<file path="src/rtl/urv_mem_model_pkg.sv">
// urv_mem_model_pkg
//   Shared types and constants for the uRV bench memory model:
//   DM handshake state encoding, LFSR feedback taps and the default
//   console TX byte address.
package urv_mem_model_pkg;

   typedef enum logic [1:0] {
      IDLE = 2'd0,
      WAIT = 2'd1,
      RESP = 2'd2
   } dm_state_t;

   // Galois feedback mask for x^16 + x^14 + x^13 + x^11 + 1 (right-shifting form)
   localparam logic [15:0] LFSR_TAPS            = 16'hB400;
   localparam logic [31:0] DEFAULT_CONSOLE_ADDR = 32'h0010_0000;

endpackage

</file>
<file path="src/rtl/urv_lfsr16.sv">
// urv_lfsr16
//   Free-running 16-bit Galois LFSR used to derive deterministic stall and
//   wait-state patterns.
//   Ports:
//     clk_i   in  1   clock
//     rst_n_i in  1   asynchronous active-low reset (loads SEED)
//     q_o     out 16  current LFSR state
module urv_lfsr16
   import urv_mem_model_pkg::*;
#(
   parameter logic [15:0] SEED = 16'hACE1
) (
   input  logic        clk_i,
   input  logic        rst_n_i,
   output logic [15:0] q_o
);

   logic [15:0] r_q;

   always_ff @(posedge clk_i or negedge rst_n_i) begin
      if (!rst_n_i) begin
         r_q <= SEED;
      end else begin
         r_q <= {1'b0, r_q[15:1]} ^ (r_q[0] ? LFSR_TAPS : '0);
      end
   end

   assign q_o = r_q;

endmodule

</file>
<file path="config.mk">
export PLATFORM = sky130hd
export DESIGN_NAME = urv_lfsr16
export DESIGN_NICKNAME = d
export VERILOG_FILES = /design/src/rtl/urv_mem_model_pkg.sv /design/src/rtl/urv_lfsr16.sv
export SDC_FILE = /design/constraint.sdc
export NUM_CORES = 1
export LEC_CHECK = 0
export ABC_AREA = 0
export CORE_AREA = 5 5 42 44
export DETAILED_ROUTE_END_ITERATION = 8
export DIE_AREA = 0 0 47 49
export GPL_ROUTABILITY_DRIVEN = 0
export MAX_ROUTING_LAYER = met4
export PLACE_DENSITY = 0.74
export SLEW_MARGIN = 20
export SYNTH_ARGS = -nofsm -noshare
export SYNTH_HDL_FRONTEND = slang
export SYNTH_SLANG_ARGS = --single-unit
</file>
<file path="constraint.sdc">
create_clock -name clk_i -period 1.7 [get_ports clk_i]
set_input_delay 0.255 -clock clk_i [delete_from_list [all_inputs] [get_ports clk_i]]
set_output_delay 0.255 -clock clk_i [all_outputs]
set_load 0.03 [all_outputs]
</file>
==> results.py <==
metrics = {
    "status": {
        "status": "finished, final reports clean",
    },
    "sta": {
        "fin_worst_skew_ps": 0.735,
        "layout_worst_path_cycle_share_pct": 93.0,
        "min_period_ps": 1580,
        "hold_slack_ps": 280,
        "fin_ws_ps": 120,
        "rsz0062_at_grt": "no",
        "timing.final.hold_violations": 0,
        "slew_headroom_pct": 77.6,
        "maxSlewViolCount": 0,
        "timing.fmax_ghz": 0.633,
        "worst_slew_pin_slew_ps": 335,
        "finalSetupTns_ps": 0,
        "setup_viol": 0,
    },
    "logic_synthesis": {
        "syn_inst": 19,
        "ys_top_cells_by_area": "dfstp_2, dfrtp_1, xor2_1",
        "synth_area_leader_cell": "dfstp_2",
        "syn_nets": 21,
        "syn_area_per_cell_sq_um": 23.0,
        "post_synth_num_cell_types": 3,
        "synth_fa_ha_area_share_pct": 0,
        "synthXorXnorAreaFrac_pct": 6.02,
        "synth_mux_area_share_pct": 0,
        "yosys.area.top_type_share_pct": 48.1,
        "yosys_warnings": 0,
        "synth_top_family_by_area": "XOR/XNOR gates",
        "syn_area_sq_um": 437,
        "yosys.area_share.simple_pct": 0,
        "synth_compound_area_share_pct": 0,
        "ys_ff_latch": 16,
        "ys_seq_area_share_pct": 94.0,
    },
    "cells_and_area": {
        "antenna_cells": 0,
        "layout.cells.most_common": "clkdlybuf4s50_1",
        "syn_to_final_growth_pct": 51.3,
        "fin_nets": 44,
        "largest_reg_flops": 16,
        "layout_common_cells": "clkdlybuf4s50_1, dlygate4sd2_1, dfstp_2, dfrtp_1",
        "drive_gt1_share_pct": 31.7,
        "final_area_sq_um": 661,
    },
    "worst_hold_path": {
        "min_path_type": "input pin to async pin",
    },
    "floorplan": {
        "die-width_um": 47,
        "die-area_sq_um": 2300,
        "io_pins": 18,
        "start_util_pct": 31.2,
        "die_y_um": 49,
        "row_count": 14,
        "core-area_sq_um": 1400,
    },
    "clock_tree": {
        "root_buffer": "clkbuf_4",
        "cts_tree": "built",
        "cts_hold_buffers": 0,
        "clk_pin_slew_ps": 90,
        "htree_levels": 1,
        "clk_latency_ps": 280,
        "clock_sinks": 16,
        "numCtsBuffers": 3,
        "cts.path.max_buffers": 2,
    },
    "route": {
        "drc": 0,
        "wl_per_cell_um": 14.5,
        "antenna_left": 0,
        "firstDrtPassIters": 1,
        "wl_um": 826,
        "drtIter0Drc": 0,
        "dr_total_vias": 236,
        "vias_per_cell": 4.14,
    },
    "power_and_ir_drop": {
        "vdd_drop_max_mv": 0.488,
        "switchingPower_mw": 0.124,
        "power_density_nw_per_um2": 967,
        "p_leak_nw": 0.346,
        "intPower_mw": 0.515,
        "clkPwrFrac_pct": 38.7,
        "p_comb_share_pct": 1.6,
        "p_seq_share_pct": 59.7,
        "switching_share_pct": 19.3,
        "p_total_mw": 0.639,
    },
    "critical_path": {
        "crit_arrival_ps": 1330,
        "endpoint_kind": "primary output",
        "cp-start-kind": "flip-flop",
        "max_stage_delay_ps": 670,
        "required_ps": 1440,
        "crit_path_max_fanout": 2,
        "critPathBufInv": 1,
        "worst_path_max_delay_cell": "clkdlybuf4s50_1",
        "crit_family": "buffers and inverters",
        "path_cells": "clkdlybuf4s50_1",
        "path_class": "flip-flop to primary output",
    },
    "grt": {
        "antenna_found_initial": 0,
        "grt_pass1_vias": 309,
        "globalRouteOverflowTotal": 0,
        "grtUsageTotal_pct": 9.52,
        "grt_pass1_wl_um": 1440,
        "grt_max_degree": 17,
    },
    "flow_run": {
        "maxCapViolCount": 0,
    },
    "place": {
        "pre_cts_slack_ps": 192,
        "portBuffers": 17,
        "place_area_sq_um": 634,
    },
}
path summary, 6_finish.rpt:
path / slack (ps) / from / depth (start not counted) / end
setup / recovery: 120 / q_o[14] / 1 / q_o[14]
hold / removal: 280 / rst_n_i / 2 / q_o[14]
setup reg to reg: 860 / q_o[0] / 1 / q_o[10]
hold reg to reg: 370 / q_o[7] / 0 / q_o[6]
max in group asynchronous: 1180 / rst_n_i / 2 / q_o[11]
min in group clk_i: 370 / q_o[7] / 0 / q_o[6]
power by group through the flow:
| stage | sequential [mW] | combinational, mW | clock (mW) |
|---|---|---|---|
| after floorplan | 0.388 | 0.0000000286 | 0 |
| after global placement | 0.388 | 0.0106 | 0 |
| after detailed placement | 0.388 | 0.0112 | 0 |
| after CTS | 0.381 | 0.0112 | 0.260 |
| after global routing | 0.382 | 0.0125 | 0.275 |
| final | 0.381 | 0.0103 | 0.247 |
metal layers:
metal	GRT usage [%]	wire length, um	part of all wire [%]	vias up
li1	-	-	-	103
met1	12.9	395	48	111
met2	10.9	308	37	20
met3	6.27	106	13	2
met4	4.15	14	1.7	0
met5	-	0	0	-
Yosys cell counts:
cell type	instances
dfrtp_1	8
dfstp_2	8
xor2_1	3
cell type report:
| cell class | instances | area (sq um) |
|---|---|---|
| Clock buffer | 4 | 36.3 |
| Fill cell | 130 | 741 |
| Multi-Input combinational cell | 3 | 26.3 |
| Sequential cell | 16 | 410 |
| Tap cell | 16 | 20.0 |
| Timing Repair Buffer | 18 | 168 |
kinds of logic after synthesis:
| kind of cell | Yosys count |
|---|---|
| xor+xnor | 3 |
| flops | 16 |
repair_timing:
action / 4_1_cts / 5_1_grt
endpoints found under the setup margin: 8 / 0
resized for setup: 8 / 0
endpoints found under the hold margin: 0 / 0
setup buffers: 0 / 0
through the flow:
| stage | instances | utilization [%] |
|---|---|---|
| after floorplan | 19 | - |
| after global placement | 53 | 45.3 |
| after detailed placement | 53 | 45.3 |
| after CTS | 57 | 47.1 |
| after global routing | 57 | 47.1 |
| final | 57 | 47.1 |
(Power assumes the default switching activity.)
